File: config.mk
export PLATFORM = sky130hd
export DESIGN_NAME = alarm_clock_ctrl_flat
export DESIGN_NICKNAME = d
export VERILOG_FILES = /design/src/rtl/alarm_clock_ctrl_if.sv /design/src/rtl/alarm_clock_ctrl.sv /design/src/flat_wrapper.sv
export SDC_FILE = /design/constraint.sdc
export NUM_CORES = 1
export LEC_CHECK = 0
export ABC_AREA = 1
export CORE_MARGIN = 2
export CORE_UTILIZATION = 50
export CTS_BUF_LIST = sky130_fd_sc_hd__clkbuf_4
export CTS_CLUSTER_DIAMETER = 200
export DETAILED_ROUTE_END_ITERATION = 8
export PLACE_DENSITY = 0.72
export SLEW_MARGIN = 15
export SYNTH_ARGS = -nofsm -noshare
export SYNTH_HDL_FRONTEND = slang
export SYNTH_SLANG_ARGS = --single-unit
File: constraint.sdc
create_clock -name clk_clk -period 8.6 [get_ports clk_clk]
set_input_delay 1.72 -clock clk_clk [delete_from_list [all_inputs] [get_ports clk_clk]]
set_output_delay 1.72 -clock clk_clk [all_outputs]
set_load 0.05 [all_outputs]
File: src/rtl/alarm_clock_ctrl_if.sv
// rtl/alarm_clock_ctrl_if.sv - button inputs and display/alarm outputs of the alarm clock controller
interface alarm_clock_ctrl_if;
    logic       btn_set_alarm;
    logic       btn_up;
    logic       btn_down;
    logic [3:0] display_h1;
    logic [3:0] display_h0;
    logic [3:0] display_m1;
    logic [3:0] display_m0;
    logic [3:0] display_s1;
    logic [3:0] display_s0;
    logic       alarm;
    logic       mode_alarm;
    logic       tick_1hz;

    // Environment side: drives the raw buttons, observes the display.
    modport master (
        output btn_set_alarm, btn_up, btn_down,
        input  display_h1, display_h0, display_m1, display_m0, display_s1, display_s0,
        input  alarm, mode_alarm, tick_1hz
    );

    // Controller side.
    modport slave (
        input  btn_set_alarm, btn_up, btn_down,
        output display_h1, display_h0, display_m1, display_m0, display_s1, display_s0,
        output alarm, mode_alarm, tick_1hz
    );
endinterface

File: src/rtl/alarm_clock_ctrl.sv
// rtl/alarm_clock_ctrl.sv - 1 Hz timekeeping, alarm register, button conditioning and mode FSM
module alarm_clock_ctrl #(
    parameter int CLK_HZ          = 50000000,
    parameter int DEBOUNCE_CYCLES = 1000000,
    parameter int ALARM_SECONDS   = 60
) (
    input  logic              clk_clk,
    input  logic              reset_reset,
    alarm_clock_ctrl_if.slave bus
);
    localparam int PRE_W = (CLK_HZ > 1) ? $clog2(CLK_HZ) : 1;
    localparam int DEB_W = $clog2(DEBOUNCE_CYCLES + 1);
    localparam int ALM_W = $clog2(ALARM_SECONDS + 1);
    localparam logic [PRE_W-1:0] PRE_LAST = PRE_W'(CLK_HZ - 1);
    localparam logic [DEB_W-1:0] DEB_LAST = DEB_W'(DEBOUNCE_CYCLES - 1);
    localparam logic [ALM_W-1:0] ALM_LAST = ALM_W'(ALARM_SECONDS - 1);

    typedef enum logic [2:0] {
        ST_RUN     = 3'd0,
        ST_AL_HOUR = 3'd1,
        ST_AL_MIN  = 3'd2,
        ST_TM_HOUR = 3'd3,
        ST_TM_MIN  = 3'd4
    } state_t;

    // Button bit order: 0 = set_alarm, 1 = up, 2 = down.
    logic [2:0]       sync1_q, sync1_d;
    logic [2:0]       sync2_q, sync2_d;
    logic [2:0]       deb_q, deb_d;
    logic [2:0]       deb_prev_q, deb_prev_d;
    logic [DEB_W-1:0] cnt_q [3];
    logic [DEB_W-1:0] cnt_d [3];
    logic [2:0]       press;

    state_t           state_q, state_d;
    logic             mode_alarm_w;
    logic             time_hold;

    logic [PRE_W-1:0] pre_q, pre_d;
    logic [5:0]       hour_q, hour_d, min_q, min_d, sec_q, sec_d;
    logic [5:0]       al_hour_q, al_hour_d, al_min_q, al_min_d;
    logic             armed_q, armed_d;
    logic             tick_q, tick_d;
    logic             alarm_q, alarm_d;
    logic [ALM_W-1:0] alm_cnt_q, alm_cnt_d;

    logic             tick;
    logic             dismiss, set_ev, inc_ev, dec_ev, adj_ev, match;
    logic [5:0]       disp_hour, disp_min, disp_sec;
    logic [7:0]       hh_bcd, mm_bcd, ss_bcd;

    function automatic logic [5:0] wrap_step(input logic [5:0] v, input logic [5:0] last,
                                             input logic up);
        if (up) begin
            return (v == last) ? 6'd0 : v + 6'd1;
        end
        return (v == 6'd0) ? last : v - 6'd1;
    endfunction

    function automatic logic [7:0] to_bcd(input logic [5:0] v);
        logic [5:0] tens;
        logic [5:0] units;
        tens  = v / 6'd10;
        units = v % 6'd10;
        return {tens[3:0], units[3:0]};
    endfunction

    // Synchronize raw buttons, accept a level only after it has been stable long enough.
    always_comb begin
        sync1_d    = {bus.btn_down, bus.btn_up, bus.btn_set_alarm};
        sync2_d    = sync1_q;
        deb_prev_d = deb_q;
        deb_d      = deb_q;
        for (int i = 0; i < 3; i++) begin
            cnt_d[i] = '0;
            if (sync2_q[i] != deb_q[i]) begin
                if (cnt_q[i] == DEB_LAST) begin
                    deb_d[i] = sync2_q[i];
                end else begin
                    cnt_d[i] = cnt_q[i] + 1'b1;
                end
            end
        end
    end

    assign press = deb_q & ~deb_prev_q;

    // Press arbitration: an alarm swallows every press, set_alarm beats up/down,
    // and up together with down cancels out.
    always_comb begin
        dismiss = alarm_q && (|press);
        set_ev  = press[0] && !dismiss;
        inc_ev  = !dismiss && !press[0] && press[1] && !press[2];
        dec_ev  = !dismiss && !press[0] && press[2] && !press[1];
        adj_ev  = inc_ev || dec_ev;
    end

    // Button conditioning registers.
    always_ff @(posedge clk_clk) begin
        if (reset_reset) begin
            sync1_q    <= '0;
            sync2_q    <= '0;
            deb_q      <= '0;
            deb_prev_q <= '0;
            for (int i = 0; i < 3; i++) cnt_q[i] <= '0;
        end else begin
            sync1_q    <= sync1_d;
            sync2_q    <= sync2_d;
            deb_q      <= deb_d;
            deb_prev_q <= deb_prev_d;
            for (int i = 0; i < 3; i++) cnt_q[i] <= cnt_d[i];
        end
    end

    // FSM state register.
    always_ff @(posedge clk_clk) begin
        if (reset_reset) begin
            state_q <= ST_RUN;
        end else begin
            state_q <= state_d;
        end
    end

    // FSM next state: each set_alarm press moves one step round the ring.
    always_comb begin
        state_d = state_q;
        if (set_ev) begin
            case (state_q)
                ST_RUN:     state_d = ST_AL_HOUR;
                ST_AL_HOUR: state_d = ST_AL_MIN;
                ST_AL_MIN:  state_d = ST_TM_HOUR;
                ST_TM_HOUR: state_d = ST_TM_MIN;
                default:    state_d = ST_RUN;
            endcase
        end
    end

    // FSM outputs: which register is displayed and whether time is frozen.
    always_comb begin
        mode_alarm_w = (state_q == ST_AL_HOUR) || (state_q == ST_AL_MIN);
        time_hold    = (state_q == ST_TM_HOUR) || (state_q == ST_TM_MIN);
    end

    // Prescaler, time counter, alarm register and alarm timer next-state logic.
    always_comb begin
        tick  = !time_hold && (pre_q == PRE_LAST);
        pre_d = (time_hold || pre_q == PRE_LAST) ? '0 : pre_q + 1'b1;

        sec_d  = sec_q;
        min_d  = min_q;
        hour_d = hour_q;
        if (tick) begin
            if (sec_q == 6'd59) begin
                sec_d = 6'd0;
                if (min_q == 6'd59) begin
                    min_d  = 6'd0;
                    hour_d = (hour_q == 6'd23) ? 6'd0 : hour_q + 6'd1;
                end else begin
                    min_d = min_q + 6'd1;
                end
            end else begin
                sec_d = sec_q + 6'd1;
            end
        end
        // Time setting starts from a clean minute boundary.
        if (state_q == ST_AL_MIN && set_ev) sec_d = 6'd0;
        if (state_q == ST_TM_HOUR && adj_ev) hour_d = wrap_step(hour_q, 6'd23, inc_ev);
        if (state_q == ST_TM_MIN && adj_ev) min_d = wrap_step(min_q, 6'd59, inc_ev);

        al_hour_d = al_hour_q;
        al_min_d  = al_min_q;
        if (state_q == ST_AL_HOUR && adj_ev) al_hour_d = wrap_step(al_hour_q, 6'd23, inc_ev);
        if (state_q == ST_AL_MIN && adj_ev) al_min_d = wrap_step(al_min_q, 6'd59, inc_ev);

        armed_d = armed_q || (state_q == ST_AL_MIN && set_ev);
        tick_d  = tick;

        // Only the cycle right after the tick that reached :00 can fire, so a
        // dismissed or expired alarm stays quiet for the rest of that minute.
        match = (state_q == ST_RUN) && armed_q && tick_q && (sec_q == 6'd0) &&
                (hour_q == al_hour_q) && (min_q == al_min_q);

        alarm_d   = alarm_q;
        alm_cnt_d = alm_cnt_q;
        if (dismiss) begin
            alarm_d   = 1'b0;
            alm_cnt_d = '0;
        end else if (alarm_q) begin
            if (tick) begin
                if (alm_cnt_q == ALM_LAST) begin
                    alarm_d   = 1'b0;
                    alm_cnt_d = '0;
                end else begin
                    alm_cnt_d = alm_cnt_q + 1'b1;
                end
            end
        end else if (match) begin
            alarm_d   = 1'b1;
            alm_cnt_d = '0;
        end
    end

    // Timekeeping and alarm registers.
    always_ff @(posedge clk_clk) begin
        if (reset_reset) begin
            pre_q     <= '0;
            hour_q    <= 6'd0;
            min_q     <= 6'd0;
            sec_q     <= 6'd0;
            al_hour_q <= 6'd6;
            al_min_q  <= 6'd0;
            armed_q   <= 1'b0;
            tick_q    <= 1'b0;
            alarm_q   <= 1'b0;
            alm_cnt_q <= '0;
        end else begin
            pre_q     <= pre_d;
            hour_q    <= hour_d;
            min_q     <= min_d;
            sec_q     <= sec_d;
            al_hour_q <= al_hour_d;
            al_min_q  <= al_min_d;
            armed_q   <= armed_d;
            tick_q    <= tick_d;
            alarm_q   <= alarm_d;
            alm_cnt_q <= alm_cnt_d;
        end
    end

    // Display selection and BCD conversion.
    always_comb begin
        disp_hour = mode_alarm_w ? al_hour_q : hour_q;
        disp_min  = mode_alarm_w ? al_min_q : min_q;
        disp_sec  = mode_alarm_w ? 6'd0 : sec_q;
        hh_bcd    = to_bcd(disp_hour);
        mm_bcd    = to_bcd(disp_min);
        ss_bcd    = to_bcd(disp_sec);
    end

    assign bus.display_h1 = hh_bcd[7:4];
    assign bus.display_h0 = hh_bcd[3:0];
    assign bus.display_m1 = mm_bcd[7:4];
    assign bus.display_m0 = mm_bcd[3:0];
    assign bus.display_s1 = ss_bcd[7:4];
    assign bus.display_s0 = ss_bcd[3:0];
    assign bus.alarm      = alarm_q;
    assign bus.mode_alarm = mode_alarm_w;
    assign bus.tick_1hz   = tick;
endmodule

File: src/flat_wrapper.sv
// flat-port wrapper written by rule: the top's interface ports become plain ports
module alarm_clock_ctrl_flat 
#(
    parameter int CLK_HZ          = 50000000,
    parameter int DEBOUNCE_CYCLES = 1000000,
    parameter int ALARM_SECONDS   = 60
)
  (clk_clk, reset_reset, bus_btn_set_alarm, bus_btn_up, bus_btn_down, bus_display_h1, bus_display_h0, bus_display_m1, bus_display_m0, bus_display_s1, bus_display_s0, bus_alarm, bus_mode_alarm, bus_tick_1hz);
  alarm_clock_ctrl_if bus_i ();
  input  logic clk_clk;
  input  logic reset_reset;
  input wire logic [$bits(bus_i.btn_set_alarm)-1:0] bus_btn_set_alarm;
  input wire logic [$bits(bus_i.btn_up)-1:0] bus_btn_up;
  input wire logic [$bits(bus_i.btn_down)-1:0] bus_btn_down;
  output wire logic [$bits(bus_i.display_h1)-1:0] bus_display_h1;
  output wire logic [$bits(bus_i.display_h0)-1:0] bus_display_h0;
  output wire logic [$bits(bus_i.display_m1)-1:0] bus_display_m1;
  output wire logic [$bits(bus_i.display_m0)-1:0] bus_display_m0;
  output wire logic [$bits(bus_i.display_s1)-1:0] bus_display_s1;
  output wire logic [$bits(bus_i.display_s0)-1:0] bus_display_s0;
  output wire logic [$bits(bus_i.alarm)-1:0] bus_alarm;
  output wire logic [$bits(bus_i.mode_alarm)-1:0] bus_mode_alarm;
  output wire logic [$bits(bus_i.tick_1hz)-1:0] bus_tick_1hz;
  assign bus_i.btn_set_alarm = bus_btn_set_alarm;
  assign bus_i.btn_up = bus_btn_up;
  assign bus_i.btn_down = bus_btn_down;
  assign bus_display_h1 = bus_i.display_h1;
  assign bus_display_h0 = bus_i.display_h0;
  assign bus_display_m1 = bus_i.display_m1;
  assign bus_display_m0 = bus_i.display_m0;
  assign bus_display_s1 = bus_i.display_s1;
  assign bus_display_s0 = bus_i.display_s0;
  assign bus_alarm = bus_i.alarm;
  assign bus_mode_alarm = bus_i.mode_alarm;
  assign bus_tick_1hz = bus_i.tick_1hz;
  alarm_clock_ctrl #(.CLK_HZ(CLK_HZ), .DEBOUNCE_CYCLES(DEBOUNCE_CYCLES), .ALARM_SECONDS(ALARM_SECONDS)) u_core (.clk_clk(clk_clk), .reset_reset(reset_reset), .bus(bus_i));
endmodule
Word level (Yosys, flattened, before mapping)
Memory sizes are Yosys's and may differ from the RTL's.
Index checks and enable logic that the tools add are counted.
Word-level totals
  register bits: 80
  bits in writable memories: 60
  input port bits: 5
  output and inout bits: 27
  word-level logic and storage cells: 166
  memories: 1
Operators by class
  add/subtract/negate cells: 14
  div/mod/pow operators: 6
  equal/unequal tests: 20
  muxes and demuxes: 53
  bitwise logic cells: 5
  reductions and logical operators: 50
Memories
  u_core.cnt_q: depth 3, width 20, rd ports 3, clocked after Yosys merged registers in 0, wr ports 3, RTL line alarm_clock_ctrl.sv:31  | logic [DEB_W-1:0] cnt_q [3];
Operator list (count)
  6-bit 2-to-1 mux: 31
  20-bit 2-to-1 mux: 9
  20-bit by 1-bit adder with 20-bit output, second input constant: 3
  20-bit equality test, second input constant: 3
  6-bit by 1-bit adder with 6-bit output, second input constant: 6
  6-bit logical NOT: 5
  26-bit by 1-bit adder with 26-bit output, second input constant: 1
  26-bit equality test, second input constant: 1
  6-bit equality test, second input constant: 4
  6-bit by 1-bit subtractor with 6-bit output, second input constant: 4
  6-bit by 4-bit divider with 6-bit output, second input constant: 3
  1-bit logical AND: 18
  6-bit by 4-bit modulo with 6-bit output, second input constant: 3
  6-bit by 5-bit equality test with 1-bit output, second input constant: 2
  6-bit equality test: 2
  1-bit 2-to-1 mux: 12
  3-bit one-hot mux with 4 select lines: 1
  2-bit nonzero test: 6
  2-bit AND reduction: 5
  3-bit by 2-bit equality test with 1-bit output, second input constant: 2
  2-bit OR reduction: 3
  1-bit logical NOT: 5
  1-bit logical OR: 5
  3-bit AND: 1
  other kinds (9): 13

Depth between registers and ports, before layout
  depth after elaboration: 13
  mapped depth: 20
  gate-level depth less buffers: 20

Worst setup path after synthesis
Ideal clock, no wire load.
  kind: register to output
  start point: register u_core.state_q[1]
  end point: output port bus_display_s0[3]
  data arrival time: 2.810 ns
  data required time: 6.880 ns
  slack: 4.070 ns
  stages on the path, launching flop included: 19
  path buffers: 0
  path through: dfxtp_1 inv_1 nand3_4 nand2_4 inv_2 nand2_1 nor2_2 nand2_1 nand3_1 nand2_2 nand2_2 nand2_1 and2_1 ha_1 inv_1 nand2_1 nand2_1 nand2_1 nand2_1
On the way
  word-level cells in the longest chain between the ends: 4
  elaborated cells on any way between the ends: 5
  classes of those cells: div (1); eq/ne (2); mux (1); reduce/logical (1)
RTL lines
  from (decl): RTL line alarm_clock_ctrl.sv:35  | state_t state_q, state_d;
  from (signal assigned): RTL line alarm_clock_ctrl.sv:120  | state_q <= state_d;
  3-bit by 1-bit equality test with 1-bit output / 3-bit by 2-bit equality test with 1-bit output (equally long branches): RTL line alarm_clock_ctrl.sv:140  | mode_alarm_w = (state_q == ST_AL_HOUR) || (state_q == ST_AL_MIN);
  1-bit logical OR (*): RTL line alarm_clock_ctrl.sv:140
  6-bit 2-to-1 mux (*): RTL line alarm_clock_ctrl.sv:234  | disp_sec = mode_alarm_w ? 6'd0 : sec_q;
  6-bit by 4-bit modulo with 6-bit output (*): RTL line alarm_clock_ctrl.sv:64  | units = v % 6'd10;
  to (decl): RTL line flat_wrapper.sv:20  | output wire logic [$bits(bus_i.display_s0)-1:0] bus_display_s0;
Mark *: on every way between the ends. The rest lies on a longest branch, timed or not.

Worst setup path in the final report
  start point: register u_core.state_q[0]
  end point: output port bus_display_s0[3]
Same word-level chain as after synthesis.

==> results_dict.tcl <==
set metrics [dict create \
    fp-row-count 46 \
    p_per_area_nw_per_um2 124 \
    synthesis_to_finish_area_growth_pct 8.72 \
    setup-tns-final_ns 0 \
    post_synth_fa_ha_maj_area_fraction_pct 3.79 \
    dpl.hpwl_mm 12.6 \
    synthSimpleGateAreaFrac_pct 33.7 \
    drt-initial-drc-count 501 \
    htree_levels 4 \
    root_buffer "sky130_fd_sc_hd__clkbuf_4" \
    cts_inserted_buffers 17 \
    crit_fanout 27 \
    core-area_um2 16000 \
    drt-vias-per-instance 5.10 \
    mappedNetlistArea_um2 8250 \
    post-cts-setup-buffers 0 \
    netlist.top_cell.by_area "sky130_fd_sc_hd__dfxtp_1" \
    gp_routability_congestion 0.885 \
    grt_antenna_before_repair 1 \
    worstSetupPathType "flop to primary output" \
    synth-compound-area-share_pct 12.7 \
    setup_viol_count_final 0 \
    grt_first_pass_wirelength_mm 29.9 \
    max_cap_check_violation_count 0 \
    slew_viol_final 0 \
    layout_utilization_pct 56.1 \
    placed_cell_area_um2 8680 \
    timing.critical_path.required_ns 6.88 \
    floorplan.die.width_um 132 \
    dr_total_vias 7499 \
    ir_drop_mv 0.146 \
    netSwitchingPower_mw 0.255 \
    pwr-share-comb_pct 2.0 \
    final.hold.worst_slack_ns 0.406 \
    post-route-worst-setup-slack_ns 2.82 \
    fin_skew_ns 0.0147 \
    final_layout_size_suffix_gt1_share_pct 7.10 \
    post_synthesis_xor_xnor_area_fraction_pct 5.84 \
    floorplan.die.height_um 132 \
    synth_top_cell_area_share_pct 34.0 \
    die_area_um2 17500 \
    synth_mux_area_share_pct 0 \
    postSynthRegisterBits 140 \
    start_util_pct 51.6 \
    netlist_instances 1221 \
    yosysWarnings 0 \
    clkTransAtPathRegs_ns 0.12 \
    number_of_global_route_vias_before_repair 6706 \
    number_of_buffers_inserted_by_port_buffering 28 \
    synthTopCellsByArea "sky130_fd_sc_hd__dfxtp_1 (34%), sky130_fd_sc_hd__nand2_1 (9.7%), sky130_fd_sc_hd__inv_1 (7.8%), sky130_fd_sc_hd__nor2_1 (7.4%), sky130_fd_sc_hd__a21oi_1 (5.0%)" \
    timing.final.crit_share_pct 67.2 \
    status "completed" \
    setup_repair_after_global_routing_missed_its_margin "false" \
    pre_cts_slack_ns 3.44 \
    start_kind "flop" \
    cp_data_arrival_time_ns 4.06 \
    antenna_left 0 \
    drt_first_pass_iters 5 \
    most_used_cells_in_the_layout_excluding_fill_and_tap_cells "sky130_fd_sc_hd__nand2_1 (214), sky130_fd_sc_hd__inv_1 (172), sky130_fd_sc_hd__nor2_1 (162)" \
    finalWirelength_mm 17.2 \
    design_area_um2 8970 \
    hold_class "flop to flop" \
    p_sw_share_pct 22.9 \
    fin_crit_ns 5.78 \
    max-clock-path-buffers 2 \
    tritoncts "yes" \
    report.final.hold_viol_count 0 \
    syn_avg_cell_area_um2 6.76 \
    io_pins 32 \
    clock_insertion_delay_at_the_later_pin_of_the_skew_report_ns 0.53 \
    critical_path.endpoint_type "primary output" \
    cts_num_sinks 140 \
    internal-power_mw 0.858 \
    gr-usage-all-layers_pct 20.0 \
    routedWlPerCell_um 11.7 \
    power.sequential.fraction_pct 58.7 \
    synthDistinctLibCells 46 \
    post_cts.resized_instances 0 \
    max_freq_ghz 0.173 \
    combinational_family_with_the_most_area_after_synthesis "simple AND/OR/NAND/NOR gates" \
    grt_max_degree 28 \
    synth_sequential_area_ratio_pct 34.0 \
    layout_commonest_cell "sky130_fd_sc_hd__nand2_1" \
    timing_worst_slew_pin_value_ns 0.814 \
    grt_overflow_total 0 \
    holdBufCountCts 0 \
    timing.max_slew.rel_slack_pct 45.7 \
    leakage_nw 3.56 \
    drc_errors 0 \
    clockPowerShare_pct 39.4 \
    finish.net_count 1271 \
]
metal layers:
metal,up-vias,routed length [um],track usage [%]
met4,0,198,5.20
li1,4018,-,-
met5,-,0,0
met1,3302,8510,27.4
met3,19,827,4.67
met2,160,7670,31.7
power by group through the flow:
| stage | Combinational [mW] | Sequential, mW | Clock, mW |
|---|---|---|---|
| 5_1_grt | 0.0248 | 0.654 | 0.476 |
| 6_report | 0.0220 | 0.653 | 0.438 |
| 2_1_floorplan | 0.0165 | 0.667 | 0 |
| 4_1_cts | 0.0222 | 0.653 | 0.452 |
| 3_3_place_gp | 0.0223 | 0.668 | 0 |
| 3_5_place_dp | 0.0222 | 0.668 | 0 |
critical path: stages, from the launching register on:
cell and delay, ns:
sky130_fd_sc_hd__dfxtp_1 0.46, sky130_fd_sc_hd__nor2_1 0.10, sky130_fd_sc_hd__nand2_2 0.24, sky130_fd_sc_hd__nand2_4 0.24
sky130_fd_sc_hd__inv_2 0.14, sky130_fd_sc_hd__nand2_1 0.10, sky130_fd_sc_hd__ha_1 0.22, sky130_fd_sc_hd__o21ai_0 0.42
sky130_fd_sc_hd__nand3_1 0.16, sky130_fd_sc_hd__and2_1 0.20, sky130_fd_sc_hd__ha_1 0.19, sky130_fd_sc_hd__inv_1 0.05
sky130_fd_sc_hd__nand2_1 0.04, sky130_fd_sc_hd__nand2_1 0.06, sky130_fd_sc_hd__nand2_1 0.05, sky130_fd_sc_hd__nand2_1 0.05
sky130_fd_sc_hd__clkdlybuf4s50_1 0.79
through the flow:
stage | std cells | power, mW
after global routing | 1470 | 1.15
after floorplan | 1223 | 0.684
final | 1470 | 1.11
after CTS | 1469 | 1.13
after global placement | 1438 | 0.690
after detailed placement | 1438 | 0.690
registers in the layout (all words and copies together), names as in the netlist:
register and count:
u_core.alm_cnt_q 6, u_core.pre_q 26, u_core.cnt_q 60, u_core.deb_prev_q 3
u_core.tick_q 1, u_core.armed_q 1, u_core.min_q 6, u_core.sync2_q 3
u_core.hour_q 6, u_core.sync1_q 3, u_core.state_q 3, u_core.al_hour_q 6
u_core.deb_prev_d 3, u_core.al_min_q 6, u_core.sec_q 6, u_core.bus.alarm 1
area by class of cell:
class,instances,area (um^2)
Inverter,176,661
Multi-Input combinational cell,873,4630
Tap cell,216,270
Clock inverter,13,150
Antenna cell,1,2.50
Clock buffer,18,135
Timing Repair Buffer,33,318
Fill cell,1631,7030
Sequential cell,140,2800
synthesized netlist by cell type (all sizes together):
master,instances
a2111oi,2
a211oi,7
a21oi,82
a221oi,1
a31oi,9
a32oi,1
and2,1
and3,1
and3b,1
buf,10
clkbuf,24
conb,1
dfxtp,140
ha,25
inv,176
nand2,241
nand3,84
nand3b,2
nand4,27
nor2,166
nor3,42
nor3b,13
nor4,18
o211ai,4
o21a,5
o21ai,68
o21bai,1
o221ai,2
o22ai,1
o31ai,4
o32ai,1
or2,6
xnor2,14
xor2,41
logic make-up after synthesis:
family	after synthesis
AOI/OAI and AO/OA	188
and+or+nand+nor	602
xor gates and xnor gates	55
buffers and inverters	210
DFF	140
other	1
adders and majority gates	25
worst paths after layout:
check	to	cells after the start	slack, ns	start
worst max register to register	u_core.al_hour_q[3]	9	5.76	u_core.deb_prev_d[1]
worst min-delay path	u_core.sync2_q[1]	2	0.41	u_core.sync1_q[1]
worst min register to register	u_core.sync2_q[1]	2	0.41	u_core.sync1_q[1]
worst max-delay path	bus_display_s0[3]	16	2.82	u_core.state_q[0]
Power figures use the tool's default switching activity.
